File: src/rtl/timer_pkg.sv
// Shared encodings, limits and helpers for the countdown timer controller.
package timer_pkg;

    typedef enum logic [2:0] {
        S_SET_SEC = 3'd0,
        S_SET_MIN = 3'd1,
        S_STOPPED = 3'd2,
        S_RUNNING = 3'd3,
        S_FLASH   = 3'd4
    } state_t;

    localparam logic [7:0] MAX_SEC = 8'd59;
    localparam logic [7:0] MAX_MIN = 8'd99;
    localparam logic [9:0] LED_ALL = 10'h3FF;

    // Saturate a raw switch value to the largest legal field value.
    function automatic logic [7:0] clamp_sw(input logic [7:0] v, input logic [7:0] lim);
        return (v > lim) ? lim : v;
    endfunction

endpackage

File: src/rtl/timer_if.sv
// Board-side signal bundle for the timer controller: raw keys and switches in,
// display values and status out.
interface timer_if;
    logic       set_n;
    logic       toggle_n;
    logic [7:0] sw;
    logic [6:0] min_out;
    logic [5:0] sec_out;
    logic [2:0] state_out;
    logic       blank;
    logic [9:0] led_out;

    modport master (
        output set_n, toggle_n, sw,
        input  min_out, sec_out, state_out, blank, led_out
    );

    modport slave (
        input  set_n, toggle_n, sw,
        output min_out, sec_out, state_out, blank, led_out
    );
endinterface

File: src/rtl/key_pulse.sv
// Pushbutton conditioner: two-stage synchroniser, stable-low debounce timer and
// a single-cycle pulse per accepted press. Holding the key yields one pulse;
// the key must be seen released before it can fire again.
module key_pulse #(
    parameter int DEBOUNCE_CYC = 500_000
) (
    input  logic CLOCK_50,
    input  logic reset,
    input  logic key_n,
    output logic press
);
    localparam int            CW       = (DEBOUNCE_CYC > 1) ? $clog2(DEBOUNCE_CYC) : 1;
    localparam logic [CW-1:0] CNT_LOAD = CW'(DEBOUNCE_CYC - 1);

    logic          sync_a;
    logic          sync_b;
    logic [CW-1:0] cnt;
    logic          fired;

    // Bring the raw key into the clock domain; idle level is high (released).
    always_ff @(posedge CLOCK_50 or negedge reset) begin
        if (!reset) begin
            sync_a <= 1'b1;
            sync_b <= 1'b1;
        end else begin
            sync_a <= key_n;
            sync_b <= sync_a;
        end
    end

    // Down-count while held low; terminal count fires once, release re-arms.
    always_ff @(posedge CLOCK_50 or negedge reset) begin
        if (!reset) begin
            cnt   <= CNT_LOAD;
            fired <= 1'b0;
            press <= 1'b0;
        end else begin
            press <= 1'b0;
            if (sync_b) begin
                cnt   <= CNT_LOAD;
                fired <= 1'b0;
            end else if (!fired) begin
                if (cnt == '0) begin
                    press <= 1'b1;
                    fired <= 1'b1;
                end else begin
                    cnt <= cnt - CW'(1);
                end
            end
        end
    end

endmodule

File: src/rtl/timer_ctrl.sv
// Countdown timer controller: loads seconds then minutes from the switches,
// runs a 1 Hz countdown on demand and flashes the display at 00:00.
//
//   state     | meaning
//   ----------+-----------------------------------------------
//   S_SET_SEC | seconds track switches (clamped to 59)
//   S_SET_MIN | minutes track switches (clamped to 99)
//   S_STOPPED | time held; toggle starts, set re-enters setup
//   S_RUNNING | tick prescaler decrements time once per period
//   S_FLASH   | 00:00 reached; display and LEDs blink
module timer_ctrl
    import timer_pkg::*;
#(
    parameter int TICK_DIV     = 50_000_000,
    parameter int FLASH_DIV    = 12_500_000,
    parameter int DEBOUNCE_CYC = 500_000
) (
    input  logic    CLOCK_50,
    input  logic    reset,
    timer_if.slave  bus
);
    localparam int            TW         = (TICK_DIV > 1) ? $clog2(TICK_DIV) : 1;
    localparam int            FW         = (FLASH_DIV > 1) ? $clog2(FLASH_DIV) : 1;
    localparam logic [TW-1:0] TICK_LOAD  = TW'(TICK_DIV - 1);
    localparam logic [FW-1:0] FLASH_LOAD = FW'(FLASH_DIV - 1);

    logic set_p;
    logic toggle_p;

    state_t        state_q,   state_nx;
    logic [6:0]    min_q,     min_nx;
    logic [5:0]    sec_q,     sec_nx;
    logic [TW-1:0] tick_q,    tick_nx;
    logic [FW-1:0] flash_q,   flash_nx;
    logic          blank_q,   blank_nx;
    logic [9:0]    led_q,     led_nx;

    key_pulse #(.DEBOUNCE_CYC(DEBOUNCE_CYC)) u_set_key (
        .CLOCK_50 (CLOCK_50),
        .reset    (reset),
        .key_n    (bus.set_n),
        .press    (set_p)
    );

    key_pulse #(.DEBOUNCE_CYC(DEBOUNCE_CYC)) u_toggle_key (
        .CLOCK_50 (CLOCK_50),
        .reset    (reset),
        .key_n    (bus.toggle_n),
        .press    (toggle_p)
    );

    // State register.
    always_ff @(posedge CLOCK_50 or negedge reset) begin
        if (!reset) state_q <= S_SET_SEC;
        else        state_q <= state_nx;
    end

    // Time, prescaler and output registers.
    always_ff @(posedge CLOCK_50 or negedge reset) begin
        if (!reset) begin
            min_q   <= '0;
            sec_q   <= '0;
            tick_q  <= TICK_LOAD;
            flash_q <= FLASH_LOAD;
            blank_q <= 1'b0;
            led_q   <= 10'h001;
        end else begin
            min_q   <= min_nx;
            sec_q   <= sec_nx;
            tick_q  <= tick_nx;
            flash_q <= flash_nx;
            blank_q <= blank_nx;
            led_q   <= led_nx;
        end
    end

    // Next state, time arithmetic, prescalers and LED/blank drive.
    always_comb begin
        state_nx = state_q;
        min_nx   = min_q;
        sec_nx   = sec_q;
        tick_nx  = tick_q;
        flash_nx = flash_q;
        blank_nx = blank_q;
        led_nx   = led_q;

        case (state_q)
            S_SET_SEC: begin
                if (set_p) state_nx = S_SET_MIN;
                else       sec_nx   = 6'(clamp_sw(bus.sw, MAX_SEC));
            end
            S_SET_MIN: begin
                if (set_p) state_nx = S_STOPPED;
                else       min_nx   = 7'(clamp_sw(bus.sw, MAX_MIN));
            end
            S_STOPPED: begin
                // set wins when both keys land in the same cycle
                if (set_p) begin
                    state_nx = S_SET_SEC;
                end else if (toggle_p) begin
                    if (min_q == '0 && sec_q == '0) state_nx = S_FLASH;
                    else                            state_nx = S_RUNNING;
                end
            end
            S_RUNNING: begin
                // a stop request suppresses a coincident tick
                if (toggle_p) begin
                    state_nx = S_STOPPED;
                end else if (tick_q == '0) begin
                    tick_nx = TICK_LOAD;
                    if (sec_q != '0) begin
                        sec_nx = sec_q - 6'd1;
                        if (sec_q == 6'd1 && min_q == '0) state_nx = S_FLASH;
                    end else if (min_q != '0) begin
                        sec_nx = 6'(MAX_SEC);
                        min_nx = min_q - 7'd1;
                    end
                end else begin
                    tick_nx = tick_q - TW'(1);
                end
            end
            S_FLASH: begin
                if (set_p) begin
                    state_nx = S_SET_SEC;
                end else if (flash_q == '0) begin
                    flash_nx = FLASH_LOAD;
                    blank_nx = ~blank_q;
                end else begin
                    flash_nx = flash_q - FW'(1);
                end
            end
            default: state_nx = S_SET_SEC;
        endcase

        // Every state change restarts both prescalers and unblanks the display.
        if (state_nx != state_q) begin
            tick_nx  = TICK_LOAD;
            flash_nx = FLASH_LOAD;
            blank_nx = 1'b0;
        end

        if (state_nx == S_FLASH) led_nx = blank_nx ? '0 : LED_ALL;
        else                     led_nx = 10'd1 << state_nx;
    end

    assign bus.min_out   = min_q;
    assign bus.sec_out   = sec_q;
    assign bus.state_out = state_q;
    assign bus.blank     = blank_q;
    assign bus.led_out   = led_q;

endmodule

File: src/flat_wrapper.sv
// flat-port wrapper written by rule: the top's interface ports become plain ports
module timer_ctrl_flat import timer_pkg::*;
#(
    parameter int TICK_DIV     = 50_000_000,
    parameter int FLASH_DIV    = 12_500_000,
    parameter int DEBOUNCE_CYC = 500_000
)
  (CLOCK_50, reset, bus_set_n, bus_toggle_n, bus_sw, bus_min_out, bus_sec_out, bus_state_out, bus_blank, bus_led_out);
  timer_if bus_i ();
  input  logic CLOCK_50;
  input  logic reset;
  input wire logic [$bits(bus_i.set_n)-1:0] bus_set_n;
  input wire logic [$bits(bus_i.toggle_n)-1:0] bus_toggle_n;
  input wire logic [$bits(bus_i.sw)-1:0] bus_sw;
  output wire logic [$bits(bus_i.min_out)-1:0] bus_min_out;
  output wire logic [$bits(bus_i.sec_out)-1:0] bus_sec_out;
  output wire logic [$bits(bus_i.state_out)-1:0] bus_state_out;
  output wire logic [$bits(bus_i.blank)-1:0] bus_blank;
  output wire logic [$bits(bus_i.led_out)-1:0] bus_led_out;
  assign bus_i.set_n = bus_set_n;
  assign bus_i.toggle_n = bus_toggle_n;
  assign bus_i.sw = bus_sw;
  assign bus_min_out = bus_i.min_out;
  assign bus_sec_out = bus_i.sec_out;
  assign bus_state_out = bus_i.state_out;
  assign bus_blank = bus_i.blank;
  assign bus_led_out = bus_i.led_out;
  timer_ctrl #(.TICK_DIV(TICK_DIV), .FLASH_DIV(FLASH_DIV), .DEBOUNCE_CYC(DEBOUNCE_CYC)) u_core (.CLOCK_50(CLOCK_50), .reset(reset), .bus(bus_i));
endmodule
File: config.mk
export PLATFORM = sky130hd
export DESIGN_NAME = timer_ctrl_flat
export DESIGN_NICKNAME = d
export VERILOG_FILES = /design/src/rtl/timer_pkg.sv /design/src/rtl/timer_if.sv /design/src/rtl/key_pulse.sv /design/src/rtl/timer_ctrl.sv /design/src/flat_wrapper.sv
export SDC_FILE = /design/constraint.sdc
export NUM_CORES = 1
export LEC_CHECK = 0
export ABC_CLOCK_PERIOD_IN_PS = 6350
export CAP_MARGIN = 25
export CORE_ASPECT_RATIO = 0.8
export CORE_MARGIN = 3
export CORE_UTILIZATION = 45
export DETAILED_ROUTE_END_ITERATION = 10
export DONT_BUFFER_PORTS = 1
export PLACE_DENSITY = 0.72
export RECOVER_POWER = 25
export SETUP_SLACK_MARGIN = 0.1
export SLEW_MARGIN = 25
export SYNTH_ARGS = -nofsm -noshare
export SYNTH_HDL_FRONTEND = slang
export SYNTH_SLANG_ARGS = --single-unit
File: constraint.sdc
create_clock -name CLOCK_50 -period 6.35 [get_ports CLOCK_50]
set_input_delay 1.27 -clock CLOCK_50 [delete_from_list [all_inputs] [get_ports CLOCK_50]]
set_output_delay 1.27 -clock CLOCK_50 [all_outputs]
set_load 0.01 [all_outputs]
Word-level counts from Yosys, hierarchy flattened

Cells that the tools add are included.

Bits in registers: 123
Bits in latches: 0
Memory bits (writable): 0
Memory bits (read-only): 0
Logic and storage cells: 123
Memories: 0

$add $sub $neg: 6
Multipliers: 0
Divide/modulo/power cells: 0
$lt $le $gt $ge: 2
Equality and inequality tests: 20
Shifts and indexed selects: 1
Muxes and demuxes: 55
Bitwise operators: 1
Reductions and logical operators: 21

Operators with widths:

| kind                                                | number |
|---|---|
| 2-to-1 mux 19 bit                                   | 6 |
| 2-to-1 mux 26 bit                                   | 4 |
| 2-to-1 mux 24 bit                                   | 4 |
| 2-to-1 mux 7 bit                                    | 6 |
| zero test 19 bit                                    | 2 |
| subtractor 19 x 1 -> 19 bit (second input constant) | 2 |
| 2-to-1 mux 6 bit                                    | 6 |
| 2-to-1 mux 3 bit                                    | 10 |
| zero test 26 bit                                    | 1 |
| subtractor 26 x 1 -> 26 bit (second input constant) | 1 |
| zero test 24 bit                                    | 1 |
| subtractor 24 x 1 -> 24 bit (second input constant) | 1 |
| 2-to-1 mux 10 bit                                   | 2 |
| != test 2 bit (second input constant)               | 8 |
| one-hot mux 3 bit (5 select lines)                  | 1 |
| 2-to-1 mux 1 bit                                    | 14 |
| one-hot mux 7 bit (2 select lines)                  | 1 |
| one-hot mux 6 bit (2 select lines)                  | 1 |
| << shifter 1 x 3 -> 10 bit (first input constant)   | 1 |
| > comparator 8 x 6 -> 1 bit (second input constant) | 1 |
| > comparator 8 x 7 -> 1 bit (second input constant) | 1 |
| != test 2 x 1 -> 1 bit (second input constant)      | 4 |
| AND reduction 2 bit                                 | 4 |
| nonzero test 2 bit                                  | 4 |
| other kinds (17)                                    | 20 |

Depth between registers and ports, before layout

Gate-level depths: netlist (run 1).

Depth in word-level cells: 11
Gate-level depth with buffers: 10
Mapped depth without buffers: 8

Hierarchy

A second synthesis (run 1) with hierarchy kept.

Cell total of the unflattened synthesis: 697
Area, all modules: 6804.0 um^2

Modules (own cells, without submodules):

| module                          | instances | cells each | area an instance (um^2) | seq. area each (um^2) |
|---|---|---|---|---|
| timer_ctrl                      | 1         | 465        | 4445.5                  | 1920.6 |
| key_pulse (u_core.u_toggle_key) | 1         | 115        | 1184.9                  | 591.8 |
| key_pulse (u_core.u_set_key)    | 1         | 117        | 1173.6                  | 591.8 |

Worst setup path before layout (run 1)

Ideal clock, no wire load.

Path type: register to register
Start point: reg u_core.tick_q[7]
End point: reg u_core.tick_q[13]
Library setup time: 0.061 ns
Arrival time: 2.669 ns
Required time: 6.289 ns
Slack: 3.620 ns
Cell stages (with the launch flop): 9
Period minus slack after synthesis: 2.730 ns
Cell sequence: dfrtp_1 -> or4_4 -> or4_4 -> or4_4 -> a211oi_2 -> buf_4 -> nor3_2 -> buf_6 -> nand2_1

Word-level cells in the longest chain between the ends: 7
Elaborated cells between the ends (all ways): 13
Those cells by class: add/sub: 1; eq/ne: 2; mux: 7; reduce/logical: 3

RTL lines:

| what                                                                                | line             | RTL |
|---|---|---|
| start, declared                                                                     | timer_ctrl.sv:33 | `logic [TW-1:0] tick_q, tick_nx;` |
| start signal, assigned                                                              | timer_ctrl.sv:70 | `tick_q <= tick_nx;` |
| parallel branches: the longest is 7 deep, another holds subtractor 26 x 1 -> 26 bit | --               |  |

Parallel ways; which one is timed is not known. The select of a mux whose other input is x is not followed.
A chain may end at the register's enable or synchronous reset.

Worst setup path after layout (run 1)

Start point: reg u_core.tick_q[7]
End point: reg u_core.flash_q[14]

Word-level cells in the longest chain between the ends: 7
Elaborated cells between the ends (all ways): 9
Those cells by class: eq/ne: 2; mux: 4; reduce/logical: 3

RTL lines:

| what                                                                          | line              | RTL |
|---|---|---|
| zero test 26 bit *                                                            | timer_ctrl.sv:109 | `end else if (tick_q == '0) begin` |
| 2-to-1 mux 3 bit *                                                            | timer_ctrl.sv:109 |  |
| 2-to-1 mux 3 bit *                                                            | timer_ctrl.sv:107 | `if (toggle_p) begin` |
| one-hot mux 3 bit (5 select lines) *                                          | timer_ctrl.sv:87  | `case (state_q)` |
| != test 3 bit *                                                               | timer_ctrl.sv:136 | `if (state_nx != state_q) begin` |
| != test 2 x 1 -> 1 bit (no source line) or nonzero test 2 bit (tied branches) | --                |  |
| AND reduction 2 bit (no source line)                                          | --                |  |
| end signal, assigned                                                          | timer_ctrl.sv:71  | `flash_q <= flash_nx;` |
| end, declared                                                                 | timer_ctrl.sv:34  | `logic [FW-1:0] flash_q, flash_nx;` |

Mark *: on every way between the ends. The rest lies on a longest branch, timed or not.

==> impl_metrics.tcl, run 1 <==
set metrics [dict create \
    area_delta_synth_final_pct 11.8 \
    dieArea_mm2 0.0155 \
    fill_cells 1197 \
    io_pins 39 \
    cts_inserted_buffers 17 \
    fin_nets 682 \
    synth_commonest_cells "nor2_1 (80), nand2_1 (72), dfstp_2 (61)" \
    synthArstFlopShare_pct 100 \
    grt_pass1_vias 4713 \
    start_util_pct 46.3 \
    synth_fp_nets 686 \
    cp.depth 6 \
    die_height_um 112 \
    critPathBufInv 0 \
    period_needed_ns 3.38 \
    place.detailed.hpwl_mm 8.96 \
    synth_area_leaders "dfstp_2 (25%), dfrtp_1 (24%), xnor2_1 (6.8%)" \
    cp.required_ns 6.65 \
    critPathLaunchType "flop" \
    layout-drive-gt1-share_pct 16.2 \
    fp.dieW_um 138 \
    final_cells 852 \
    hold_viol_final 0 \
    synthFlopType "dfstp_2" \
    yosysMostFrequentCell "nor2_1" \
    routed_wl_mm 13.3 \
    grt.total_usage_pct 17.7 \
    vias 4832 \
    grt_pass1_wl_mm 22.8 \
    tightest_slew_ns 0.992 \
    status "completed" \
    drt_iter0_drc 347 \
    grt_overflow 0 \
    cts_tree "built" \
    setup_viol 0 \
    syn_avg_cell_area_um2 9.53 \
    worstPathArrival_ns 3.69 \
    critPathMaxFanout 15 \
    max-cap-violations 0 \
    ir_worst_vdd_v 0.000206 \
    post_cts.repair.setup_buffers 0 \
    synth_cells 663 \
    leakagePower_nw 2.75 \
    core_area_mm2 0.0136 \
    cp_top_family "simple AND/OR/NAND/NOR gates" \
    yosysSeqAreaShare_pct 49.1 \
    rsz0062_at_grt "no" \
    synth_area_mm2 0.00632 \
    yosys_warnings 0 \
    htreeDepth 4 \
    portBuffers 0 \
    cts.sinks 121 \
    critical-path-slowest-cell "a211oi_2" \
    drtAntennaViolNets 0 \
    place_congestion 0.853 \
    antennaDiodeCount 0 \
    ctsResizeCount 0 \
    power_density_mw_per_mm2 342 \
    cp-end-kind "flop" \
    dp.cells 819 \
    drt_pass1_iterations 5 \
    route.detailed.drc 0 \
    grt_max_degree 122 \
    synth-edff-count 0 \
    fin_crit_sh_pct 53.3 \
    clock_latency_ns 0.41 \
    power.total_mw 2.42 \
    drv_slew 0 \
    synth_top_area_share_pct 25.4 \
    yosysTopAreaCell "dfstp_2" \
    clockBufferDepth 2 \
    antenna_found_initial 0 \
    critPathMaxStageDelay_ns 0.72 \
    holdBufCountCts 0 \
    wl_per_cell_um 15.6 \
    relSlewSlack_pct 33.7 \
    crit_top_cell "or4_4" \
    num_rows 38 \
    tns_ns 0 \
    hold_path.class "reg -> reg" \
    path_class "reg -> reg" \
    timing.fmax_mhz 295 \
    root_buffer "clkbuf_16" \
    vias_per_cell 5.67 \
    min_path_cells 0 \
    synth_seq_cells 121 \
    synth_cell_types 65 \
    clock_skew_ns 0.00793 \
    path_cells "or4_4 > or4_4 > or4_4 > a211oi_2 > nor3_2 > and2_1" \
    clk_pin_slew_worst_paths_ns 0.06 \
    ff2ff_path_depth 6 \
]
-- kinds of logic after synthesis --
kind of cell	after synthesis	share of synthesized area [%]
flip-flops	121	49.1
multiplexers	1	0.158
AO/OA/AOI/OAI	93	9.80
XOR/XNOR	68	9.42
adder cells (fa/ha/maj)	11	2.18
AND/OR/NAND/NOR	315	25.7
buffers and inverters	54	3.64
-- state kept, by name (all words and copies together), names as in the netlist --
name / cells
u_core.u_toggle_key.sync_b: 1
u_core.bus.state_out: 3
u_core.u_toggle_key.fired: 1
u_core.u_set_key.cnt: 19
u_core.flash_q: 24
u_core.u_set_key.sync_a: 1
u_core.u_set_key.press: 1
u_core.u_toggle_key.press: 1
u_core.bus.min_out: 7
u_core.u_toggle_key.cnt: 19
u_core.bus.led_out: 8
u_core.bus.sec_out: 6
u_core.bus.blank: 1
u_core.u_toggle_key.sync_a: 1
u_core.u_set_key.sync_b: 1
u_core.tick_q: 26
u_core.u_set_key.fired: 1
-- worst reg2reg max path: cells and delay by family (launching register included) --
kind               cells  cell delay [ns]
DFF                    1             0.39
and+or+nand+nor        5             2.17
AOI/OAI and AO/OA      1             0.72
-- per-layer routing --
layer | GRT usage [%] | wire length (µm) | vias to the layer above
li1 | - | - | 2331
met1 | 23.2 | 6150 | 2356
met2 | 27.2 | 6100 | 124
met3 | 6.01 | 801 | 21
met4 | 6.78 | 235 | 0
met5 | 0 | 0 | -
-- final timing paths --
| path | start | to | slack (ns) |
|---|---|---|---|
| worst max-delay path | u_core.tick_q[7]$_DFFE_PN0P_ | u_core.flash_q[14]$_DFFE_PN0P_ | 2.97 |
| max in group asynchronous | reset | u_core.u_set_key.cnt[4]$_DFFE_PN1P_ | 5.53 |
| worst max register to register | u_core.tick_q[7]$_DFFE_PN0P_ | u_core.flash_q[14]$_DFFE_PN0P_ | 2.97 |
| worst min-delay path | u_core.u_toggle_key.sync_a$_DFF_PN1_ | u_core.u_toggle_key.sync_b$_DFF_PN1_ | 0.36 |
| min in group asynchronous | reset | u_core.bus.sec_out[4]$_DFFE_PN0P_ | 0.55 |
| worst min register to register | u_core.u_toggle_key.sync_a$_DFF_PN1_ | u_core.u_toggle_key.sync_b$_DFF_PN1_ | 0.36 |
-- per-stage QoR --
stage / instance area (µm²) / setup WS, ns / hold slack (ns) / util, %
after CTS: 7060 / 2.98 / 0.356 / 51.8
after detailed placement: 6440 / 2.99 / 0.347 / 47.2
after global routing: 7070 / 2.76 / 0.360 / 51.8
after floorplan: 6320 / 3.62 / 0.345 / -
final: 7070 / 2.97 / 0.355 / 51.8
after global placement: 6440 / 3.04 / 0.346 / 47.2
-- placed cells by master, fill, tap and decap left out, types with 5 or more instances in the layout --
master	instances
xor2_1	19
nor3_1	37
or4_1	16
ha_1	11
and2_1	5
nand3_1	7
nand2_1	72
a21oi_1	16
and3_1	5
dfstp_2	61
nor4_1	30
nand2b_1	7
or3_1	13
nand4_1	5
nor2b_1	8
dfrtp_1	60
a31oi_1	7
clkbuf_16	17
o22a_1	5
nor2_1	80
inv_1	28
o22ai_1	5
xnor2_1	49
nor4b_1	5
o21ai_0	23
-- where the power goes --
part	internal, mW	switching (mW)
logic	0.150	0.306
clock network	0.637	0.370
registers	0.842	0.116
total	1.63	0.792
-- cell type report --
class                   count  area (µm²)  area share, %
flip-flops and latches    121        3100           43.9
multi-input cells         488        2990           42.3
repair buffers              2        12.5          0.177
inverters                  29         109           1.54
clock inverters            14         186           2.64
well taps                 180         225           3.19
clock buffers              18         439           6.21
Note: power is estimated with default switching activity, not from simulation.
==> run 2, diff against run 1 <==
--- a/config.mk
+++ b/config.mk
@@ -5,7 +5,7 @@
 export SDC_FILE = /design/constraint.sdc
 export NUM_CORES = 1
 export LEC_CHECK = 0
-export ABC_CLOCK_PERIOD_IN_PS = 6350
+export ABC_CLOCK_PERIOD_IN_PS = 3200
 export CAP_MARGIN = 25
 export CORE_ASPECT_RATIO = 0.8
 export CORE_MARGIN = 3
==> constraint.sdc (replaced) <==
create_clock -name CLOCK_50 -period 3.2 [get_ports CLOCK_50]
set_input_delay 0.64 -clock CLOCK_50 [delete_from_list [all_inputs] [get_ports CLOCK_50]]
set_output_delay 0.64 -clock CLOCK_50 [all_outputs]
set_load 0.01 [all_outputs]
==> impl_metrics.tcl, run 2 (synthesized netlist as in run 1, its figures left out) <==
set metrics [dict create \
    reg.largest.list "u_core.tick_q (26), u_core.flash_q (24)" \
    cp.required_ns 3.49 \
    regArea_mm2 0.00310 \
    power_density_mw_per_mm2 668 \
    drt_iter0_drc 262 \
    antenna_found_initial 0 \
    vias 4930 \
    critPathMaxStageDelay_ns 0.57 \
    cp_top_family "simple AND/OR/NAND/NOR gates" \
    grt_pass1_vias 4973 \
    wl_per_cell_um 15.9 \
    antennaDiodeCount 0 \
    worstPathArrival_ns 3.26 \
    cp.depth 6 \
    grt_pass1_wl_mm 23.7 \
    fin_nets 694 \
    switching_share_pct 33.0 \
    r2r_slack_ns 0.23 \
    final_cells 864 \
    placed_area_mm2 0.00653 \
    violations "capacitance limit, slew limit" \
    tns_ns 0 \
    dieArea_mm2 0.0155 \
    clock_skew_ns 0.0139 \
    final_cell_mix "nor2_1 (80), nand2_1 (72), dfstp_2 (61)" \
    final_area_mm2 0.00713 \
    critPathBufInv 0 \
    grt.total_usage_pct 18.4 \
    p_seq_share_pct 39.9 \
    vias_per_cell 5.71 \
    tightest_slew_ns 1.60 \
    die_height_um 112 \
    status "finished with violations" \
    cts_inserted_buffers 17 \
    grt_overflow 0 \
    clockBufferDepth 2 \
    largest_register_ffs 26 \
    routed_wl_mm 13.8 \
    portBuffers 0 \
    timing.fmax_mhz 337 \
    post_cts.repair.setup_buffers 0 \
    drt_pass1_iterations 5 \
    crit_top_cell "or4_4" \
    setup_viol 0 \
    critPathLaunchType "flop" \
    core_area_mm2 0.0136 \
    regMostFlops "u_core.tick_q" \
    power_switching_mw 1.57 \
    place.detailed.hpwl_mm 9.04 \
    cts.sinks 121 \
    root_buffer "clkbuf_16" \
    ir_worst_vdd_v 0.000454 \
    critPathMaxFanout 8 \
    relSlewSlack_pct -6.53 \
    area_delta_synth_final_pct 12.9 \
    path_class "reg -> reg" \
    place_congestion 0.873 \
    hold_viol_final 0 \
    fin_crit_sh_pct 92.8 \
    fp.dieW_um 138 \
    clk_pin_slew_worst_paths_ns 0.06 \
    period_needed_ns 2.97 \
    num_rows 38 \
    grt_max_degree 63 \
    ff2ff_path_depth 6 \
    start_util_pct 46.3 \
    hold_path.class "in -> async" \
    layout_commonest_cell "nor2_1" \
    rsz0062_at_grt "no" \
    route.detailed.drc 0 \
    clkPwrFrac_pct 39.4 \
    combPwrFrac_pct 20.7 \
    io_pins 39 \
    leakagePower_nw 2.78 \
    dp.cells 831 \
    cp-end-kind "flop" \
    max-cap-violations 1 \
    clock_latency_ns 0.42 \
    path_cells "or4_4 > or4_4 > or4_4 > a211oi_4 > or3_1 > nor2_1" \
    drv_slew 61 \
    reg2reg_from "u_core.tick_q[7]$_DFFE_PN0P_" \
    critical-path-slowest-cell "or4_4" \
    cts_tree "built" \
    r2r-end "u_core.tick_q[9]$_DFFE_PN0P_" \
    htreeDepth 4 \
    fill_cells 1168 \
    layout-drive-gt1-share_pct 17.8 \
    drtAntennaViolNets 0 \
    multi_input_area_mm2 0.00301 \
    internal-power_mw 3.19 \
]
[run 2: repair_timing]
action	4_1_cts	5_1_grt
hold buffers	1	0
endpoints found under the setup margin	0	14
endpoints found under the hold margin	60	0
resized for setup	0	2
[run 2: layout make-up]
| type | instances | share of cell area (%) |
|---|---|---|
| Multi-Input combinational cell | 488 | 42.1 |
| Inverter | 29 | 1.53 |
| Sequential cell | 121 | 43.5 |
| Tap cell | 180 | 3.16 |
| Clock inverter | 14 | 2.07 |
| Timing Repair Buffer | 14 | 1.44 |
| Clock buffer | 18 | 6.16 |
[run 2: power by group through the flow]
stage | logic, mW | clock network (mW) | registers (mW)
floorplan | 0.784 | 0 | 1.84
global placement | 0.910 | 0 | 1.91
detailed placement | 0.945 | 0 | 1.92
CTS | 0.973 | 1.92 | 1.90
global route | 1.11 | 2.01 | 1.93
finish | 0.987 | 1.88 | 1.90
[run 2: how the worst max path moves through the flow]
stage,start,endpoint,slack (ns)
floorplan,u_core.tick_q[7]$_DFFE_PN0P_,u_core.tick_q[23]$_DFFE_PN1P_,0.47
global placement,u_core.tick_q[7]$_DFFE_PN0P_,u_core.tick_q[7]$_DFFE_PN0P_,0.24
detailed placement,u_core.tick_q[7]$_DFFE_PN0P_,u_core.tick_q[9]$_DFFE_PN0P_,0.19
CTS,u_core.tick_q[7]$_DFFE_PN0P_,u_core.tick_q[9]$_DFFE_PN0P_,0.18
global route,u_core.tick_q[7]$_DFFE_PN0P_,u_core.tick_q[24]$_DFFE_PN0P_,0.13
finish,u_core.tick_q[7]$_DFFE_PN0P_,u_core.tick_q[9]$_DFFE_PN0P_,0.23
[run 2: worst register-to-register path, delay by kind of cell (launching register included)]
kind / cells / cell delay, ns
and+or+nand+nor: 5 / 2.07
AOI/OAI and AO/OA: 1 / 0.39
DFF: 1 / 0.38
[run 2: layer usage]
layer  share of wire [%]  wire length (µm)  global-route usage (%)  vias up
met5                   0                 0                       0        -
met3                 6.1               837                    5.71       18
li1                    -                 -                       -     2355
met2                  46              6350                    28.8      128
met4                 1.2               163                    6.32        0
met1                  47              6410                    24.5     2429
[run 2: per-stage QoR]
step | setup WS [ns] | utilization, % | power [mW] | hold slack, ns
floorplan | 0.470 | - | 2.63 | 0.344
global route | 0.126 | 52.3 | 5.04 | 0.0558
finish | 0.229 | 52.3 | 4.77 | 0.0753
detailed placement | 0.194 | 47.8 | 2.87 | 0.349
CTS | 0.180 | 52.3 | 4.80 | 0.0586
global placement | 0.239 | 47.8 | 2.83 | 0.348
